$ cat config.mk
export PLATFORM = sky130hd
export DESIGN_NAME = div_sequencer
export DESIGN_NICKNAME = d
export VERILOG_FILES = /design/src/rtl/div_sequencer.sv
export SDC_FILE = /design/constraint.sdc
export NUM_CORES = 1
export LEC_CHECK = 0
export BUFFER_PORTS_ARGS = -buffer_cell sky130_fd_sc_hd__buf_4
export CAP_MARGIN = 20
export CORE_MARGIN = 3
export CORE_UTILIZATION = 30
export DETAILED_ROUTE_END_ITERATION = 10
export MAX_ROUTING_LAYER = met4
export PLACE_DENSITY_LB_ADDON = 0.15
export SETUP_SLACK_MARGIN = 0.02
export SLEW_MARGIN = 15
export SYNTH_ARGS = -nofsm -noshare
export SYNTH_HDL_FRONTEND = slang
export SYNTH_SLANG_ARGS = --single-unit
export TNS_END_PERCENT = 50
$ cat constraint.sdc
create_clock -name clk_i -period 3.3 [get_ports clk_i]
set_clock_uncertainty 0.05 [all_clocks]
set_input_delay 0.66 -clock clk_i [delete_from_list [all_inputs] [get_ports clk_i]]
set_output_delay 0.66 -clock clk_i [all_outputs]
set_load 0.02 [all_outputs]
$ cat src/rtl/div_sequencer.sv
// div_sequencer: request/response wrapper around an SRT4 divider.
// Prepares operands, short-cuts special cases and reuses the last result.
module div_sequencer #(
  parameter int WIDTH = 64,
  parameter int TAG_W = 5
) (
  input  logic             clk_i,
  input  logic             rst_n_i,
  input  logic             in_valid_i,
  output logic             in_ready_o,
  input  logic [1:0]       in_op_i,
  input  logic             in_word_i,
  input  logic [WIDTH-1:0] in_dividend_i,
  input  logic [WIDTH-1:0] in_divisor_i,
  input  logic [TAG_W-1:0] in_tag_i,
  input  logic             flush_i,
  output logic             out_valid_o,
  input  logic             out_ready_i,
  output logic [WIDTH-1:0] out_result_o,
  output logic [TAG_W-1:0] out_tag_o,
  output logic             div_start_o,
  output logic             div_sign_o,
  output logic [WIDTH-1:0] div_dividend_o,
  output logic [WIDTH-1:0] div_divisor_o,
  input  logic             div_finish_i,
  input  logic [WIDTH-1:0] div_q_i,
  input  logic [WIDTH-1:0] div_rem_i
);

  typedef enum logic [2:0] {
    IDLE,
    LAUNCH,
    WAIT_FALL,
    BUSY,
    DONE,
    DRAIN
  } state_e;

  localparam logic [WIDTH-1:0] MIN_NEG =
    {1'b1, {(WIDTH-1){1'b0}}};

  state_e           state_q, state_d;
  logic [1:0]       op_q, op_d;
  logic             word_q, word_d;
  logic [TAG_W-1:0] tag_q, tag_d;
  logic [WIDTH-1:0] dvd_q, dvd_d;
  logic [WIDTH-1:0] dvs_q, dvs_d;
  logic [WIDTH-1:0] res_q, res_d;
  logic             fell_q, fell_d;

  logic             rv_q, rv_d;
  logic             rsign_q, rsign_d;
  logic             rword_q, rword_d;
  logic [WIDTH-1:0] rdvd_q, rdvd_d;
  logic [WIDTH-1:0] rdvs_q, rdvs_d;
  logic [WIDTH-1:0] rquo_q, rquo_d;
  logic [WIDTH-1:0] rrem_q, rrem_d;

  logic             in_sign;
  logic             ext_a, ext_b;
  logic [WIDTH-1:0] p_dvd, p_dvs;
  logic             div0, ovf, hit;
  logic [WIDTH-1:0] sp_q, sp_r;

  // Selects quotient or remainder; W results are sign-extended from bit 31.
  function automatic logic [WIDTH-1:0] fmt(
    input logic             rem_sel,
    input logic             w,
    input logic [WIDTH-1:0] q,
    input logic [WIDTH-1:0] r
  );
    logic [WIDTH-1:0] v;
    v = rem_sel ? r : q;
    if (w) v = {{(WIDTH-32){v[31]}}, v[31:0]};
    return v;
  endfunction

  assign in_sign = ~in_op_i[0];
  assign ext_a   = in_sign & in_dividend_i[31];
  assign ext_b   = in_sign & in_divisor_i[31];

  assign p_dvd = in_word_i
    ? {{(WIDTH-32){ext_a}}, in_dividend_i[31:0]}
    : in_dividend_i;
  assign p_dvs = in_word_i
    ? {{(WIDTH-32){ext_b}}, in_divisor_i[31:0]}
    : in_divisor_i;

  assign div0 = (p_dvs == '0);

  assign ovf = in_sign & (in_word_i
    ? (in_dividend_i[31:0] == 32'h8000_0000 &&
       in_divisor_i[31:0] == 32'hFFFF_FFFF)
    : (in_dividend_i == MIN_NEG &&
       in_divisor_i == '1));

  assign hit = rv_q & ~flush_i
             & (p_dvd == rdvd_q)
             & (p_dvs == rdvs_q)
             & (in_sign == rsign_q)
             & (in_word_i == rword_q);

  // Quotient/remainder pair for requests that bypass the divider.
  always_comb begin
    sp_q = rquo_q;
    sp_r = rrem_q;
    if (div0) begin
      sp_q = '1;
      sp_r = p_dvd;
    end else if (ovf) begin
      sp_q = p_dvd;
      sp_r = '0;
    end
  end

  // Sequencer next state, operand capture and reuse-store update.
  always_comb begin
    state_d = state_q;
    op_d    = op_q;
    word_d  = word_q;
    tag_d   = tag_q;
    dvd_d   = dvd_q;
    dvs_d   = dvs_q;
    res_d   = res_q;
    fell_d  = fell_q;
    rv_d    = rv_q;
    rsign_d = rsign_q;
    rword_d = rword_q;
    rdvd_d  = rdvd_q;
    rdvs_d  = rdvs_q;
    rquo_d  = rquo_q;
    rrem_d  = rrem_q;
    unique case (state_q)
      IDLE: begin
        if (in_valid_i) begin
          op_d   = in_op_i;
          word_d = in_word_i;
          tag_d  = in_tag_i;
          dvd_d  = p_dvd;
          dvs_d  = p_dvs;
          if (div0 | ovf | hit) begin
            res_d   = fmt(in_op_i[1], in_word_i,
                          sp_q, sp_r);
            state_d = DONE;
          end else begin
            rv_d    = 1'b0;
            state_d = LAUNCH;
          end
        end
      end
      LAUNCH: begin
        fell_d  = 1'b0;
        state_d = flush_i ? DRAIN : WAIT_FALL;
      end
      WAIT_FALL: begin
        if (flush_i) begin
          fell_d  = ~div_finish_i;
          state_d = DRAIN;
        end else if (!div_finish_i) begin
          state_d = BUSY;
        end
      end
      BUSY: begin
        if (flush_i) begin
          fell_d  = 1'b1;
          state_d = DRAIN;
        end else if (div_finish_i) begin
          res_d   = fmt(op_q[1], word_q,
                        div_q_i, div_rem_i);
          rv_d    = 1'b1;
          rsign_d = ~op_q[0];
          rword_d = word_q;
          rdvd_d  = dvd_q;
          rdvs_d  = dvs_q;
          rquo_d  = div_q_i;
          rrem_d  = div_rem_i;
          state_d = DONE;
        end
      end
      DONE: begin
        if (flush_i || out_ready_i) state_d = IDLE;
      end
      DRAIN: begin
        if (!fell_q) begin
          if (!div_finish_i) fell_d = 1'b1;
        end else if (div_finish_i) begin
          state_d = IDLE;
        end
      end
      default: state_d = IDLE;
    endcase
  end

  // State and datapath registers.
  always_ff @(posedge clk_i or negedge rst_n_i) begin
    if (!rst_n_i) begin
      state_q <= IDLE;
      op_q    <= '0;
      word_q  <= 1'b0;
      tag_q   <= '0;
      dvd_q   <= '0;
      dvs_q   <= '0;
      res_q   <= '0;
      fell_q  <= 1'b0;
      rv_q    <= 1'b0;
      rsign_q <= 1'b0;
      rword_q <= 1'b0;
      rdvd_q  <= '0;
      rdvs_q  <= '0;
      rquo_q  <= '0;
      rrem_q  <= '0;
    end else begin
      state_q <= state_d;
      op_q    <= op_d;
      word_q  <= word_d;
      tag_q   <= tag_d;
      dvd_q   <= dvd_d;
      dvs_q   <= dvs_d;
      res_q   <= res_d;
      fell_q  <= fell_d;
      rv_q    <= rv_d;
      rsign_q <= rsign_d;
      rword_q <= rword_d;
      rdvd_q  <= rdvd_d;
      rdvs_q  <= rdvs_d;
      rquo_q  <= rquo_d;
      rrem_q  <= rrem_d;
    end
  end

  assign in_ready_o     = (state_q == IDLE);
  assign out_valid_o    = (state_q == DONE);
  assign div_start_o    = (state_q == LAUNCH);
  assign div_sign_o     = ~op_q[0];
  assign div_dividend_o = dvd_q;
  assign div_divisor_o  = dvs_q;
  assign out_result_o   = res_q;
  assign out_tag_o      = tag_q;

endmodule

==> results.md <==
- GRT overflow: 0
- Slew @ Worst Pin: roughly 1.0 ns
- DP HPWL: 74800 um
- Vias per inst: approximately 5.2
- DRC Markers: 0
- Sw frac: 0.412
- CTS H-Tree Depth: 2
- Worst setup SP type: register
- Final hold vios: 0
- Buffers & Inverters on Critical Path: 2
- TritonRoute pass-1 iters: 5
- RD Place Congestion: 0.929
- Critical path peak fanout: 7
- Area Growth Syn to Fin: 39.3%
- Static Leak: between 15 and 20 nW
- Clock Sinks: 463
- Worst path cell trace: xnor2_1 > buf_4 > nand4_1 > nor4_4 > and3_4 > nand4_1 > or4_4 > o211a_4 > buf_6 > o21ai_2 > o31ai_4
- Vias in the first global route: 23300
- Starting Density: 0.304
- Sequential area share after synthesis: 0.499
- Total GRT Usage: 0.255
- Clock buffer depth: 3
- First-pass GRT wire length: ~150000 um
- Crit end category: register
- CP delay by family, top: simple AND/OR/NAND/NOR gates
- Pint: 0.0166 W
- Syn Nets: between 3000 and 4000
- Synth unique cells: 65
- Final Util: 0.424
- VDD IR max: 456 uV
- Unrepaired setup endpoints after global routing: yes
- ANT nets after route: 0
- Cell Pwr Density: ~870 nW/um^2
- Post-Synthesis Cells: around 2800
- Rows: ~100
- Routed vias: 23300
- Initial drt markers: ~1700
- Failing checks: setup timing
- Crit path required time: approximately 3.8 ns
- IO Port Bufs: 470
- Core area: 76300 um^2
- Synth Register Bits: roughly 460
- Ports: 471
- Final worst-path cycle share: 1.02
- Slew HR: 0.309
- Fillers: between 7000 and 8000
- Critical path class: reg -> reg
- Die footprint: approximately 80000 um^2
- Max-cap violations: 0
- Final setup vio count: 34
- Mapped Area: 23200 um^2
- Worst-path clk slew: 0.06 ns
- Clk pwr share: 0.226
- CP max stage cell: or4_4
- Fmax: about 300 MHz
- Drt total wl: 105000 um
- Clock Latency Late Sink: about 0.64 ns
- Critical Path AT: about 3.8 ns
- Final worst slack: -0.0498 ns
- Status: complete, but fails checks
- Mean post-synth cell area: a little over 8 um^2
- Largest net degree at the start of global routing: 204
- Top FF cell, synth: dfrtp_1
- WL per Instance: ~23 um
- Die Width: 284 um
- Fraction of registers with async set/reset: 1.00
- Die Ht: roughly 280 um
- HP Class: in -> reg
- CTS tree: done
- Setup slack at placement: -0.991 ns
- Max incr delay on CP: approximately 0.66 ns
- Most frequent CP cell: nand4_1
- EDFF count, synth: 0
- Comb pwr share: 0.411
- Finished Cell Area: 32400 um^2
- Clock root buffer: clkbuf_16
- CTS Buf Count: between 50 and 60
- Reg power frac: 0.363
- Sw Pwr: 0.0116 W
- Layout cells sized above 1: 0.276
- Total power: about 0.028 W
- Ys Warns: 0
- Nets: about 3700
- Cell Area, Placed: 29600 um^2
- Final Slew Violations: 0
- Initial antenna violation count: 5
- Fin crit period: around 3.3 ns
==> final cells by class <==
cell class	count	area [um^2]	area share
sequential	463	11600	0.358
multi-input combinational	2079	11300	0.349
timing repair buffer	738	6050	0.187
clock buffer	83	1640	0.0508
tap	1030	1290	0.0398
inverter	67	251	0.00777
clock inverter	20	234	0.00723
antenna	5	12.5	0.000387
==> power by group through the flow <==
stage               registers (W)  logic, W  clock network, W
global placement           0.0101    0.0104                 0
floorplan                  0.0108   0.00469                 0
detailed placement         0.0102    0.0105                 0
global route               0.0105    0.0126           0.00673
CTS                        0.0101    0.0108           0.00651
finish                     0.0102    0.0116           0.00635
==> cell usage in the layout (no fill, tap or decap), types with 31 or more instances in the layout <==
master / n
buf_4: 696
clkbuf_16: 62
nand4_1: 31
mux2i_1: 32
mux2_2: 33
nand2_1: 1059
dfrtp_1: 460
a21oi_1: 130
xor2_1: 42
inv_1: 65
nor4_1: 37
o221ai_1: 45
xnor2_1: 34
or3_1: 38
o21ai_1: 47
o21ai_0: 210
a31oi_1: 47
==> state kept, by name, indices dropped and copies added (netlist names) <==
register        count
out_result_o       64
rdvs_q             64
rrem_q             64
op_q                2
rquo_q             64
state_q             3
div_dividend_o     64
word_q              1
rdvd_q             64
rv_q                1
div_divisor_o      64
rsign_q             1
out_tag_o           5
fell_q              1
rword_q             1
==> layer usage <==
metal | track usage | wire [um]
met1 | 0.329 | 45300
met2 | 0.417 | 50600
met3 | 0.0427 | 6540
met4 | 0.0689 | 2870
met5 | - | 0
==> tightest hold or removal path, cell delays in order <==
cell	delay (ns)
buf_4	0.08
nand2_1	0.04
nand2_1	0.05
==> cell usage after synthesis, types with 3 or more instances <==
cell type	n	area, um^2
o2111ai_1	7	61.3
a22oi_1	8	60.1
dfrtp_1	463	11600
nor2b_1	6	37.5
and3_1	9	56.3
or4_1	9	67.6
a21o_1	5	37.5
nor4_1	42	263
o211ai_1	3	22.5
nand4_1	31	194
a21oi_1	131	656
buf_1	7	26.3
o22ai_1	11	68.8
a2111oi_0	5	43.8
xnor2_1	35	307
a222oi_1	3	30.0
clkbuf_1	174	653
nand3_1	19	95.1
nand2b_1	9	56.3
o41ai_1	3	26.3
o221ai_1	45	394
mux2i_1	32	320
nand2_1	1061	3980
nor3_1	21	105
o2bb2ai_1	12	105
xor2_1	42	368
o21a_1	26	195
buf_2	10	50.1
and2_1	4	25.0
a31oi_1	48	300
nor2_1	26	97.6
mux2_2	33	372
and4_1	4	35.0
buf_6	4	45.0
inv_1	67	251
a22o_1	4	35.0
o31ai_1	28	210
nor4bb_1	3	30.0
or3_1	39	244
a221oi_1	5	43.8
o21ai_0	282	1410
==> stage by stage <==
stage | setup TNS, ns | hold slack [ns] | std cells
finish | -0.580 | 0.177 | 4485
global route | -10.34 | 0.162 | 4485
CTS | -0.800 | 0.135 | 4470
detailed placement | -59.81 | 0.407 | 4366
global placement | -73.63 | 0.401 | 4366
floorplan | 0 | 0.314 | 2805
==> worst paths after layout <==
kind / startpoint / end / slack [ns] / depth (start not counted)
worst max-delay path: rdvd_q[22] / out_result_o[32] / -0.05 / 11
worst min-delay path: div_q_i[49] / rquo_q[49] / 0.18 / 3
worst max register to register: rdvd_q[22] / out_result_o[32] / -0.05 / 11
worst min register to register: op_q[0] / rsign_q / 0.41 / 1
max in group asynchronous: rst_n_i / div_dividend_o[30] / 1.74 / 3
min in group asynchronous: rst_n_i / rquo_q[18] / 0.56 / 2
==> repair_timing <==
item / 4_1_cts / 5_1_grt
hold buffers: 1 / 0
pin swaps: 4 / 49
gates resized for setup: 65 / 126
cloned: 1 / 9
setup endpoints to repair: 67 / 65
endpoints found under the hold margin: 54 / 0
setup buffers: 0 / 2
==> logic make-up after synthesis <==
family	count (synthesis)	synth area share
AOI/OAI and AO/OA	643	0.166
xor gates and xnor gates	77	0.0290
buffers and inverters	263	0.0445
DFF	463	0.499
muxes	65	0.0298
and+or+nand+nor	1294	0.232
Note: power is estimated with default switching activity, not from simulation.
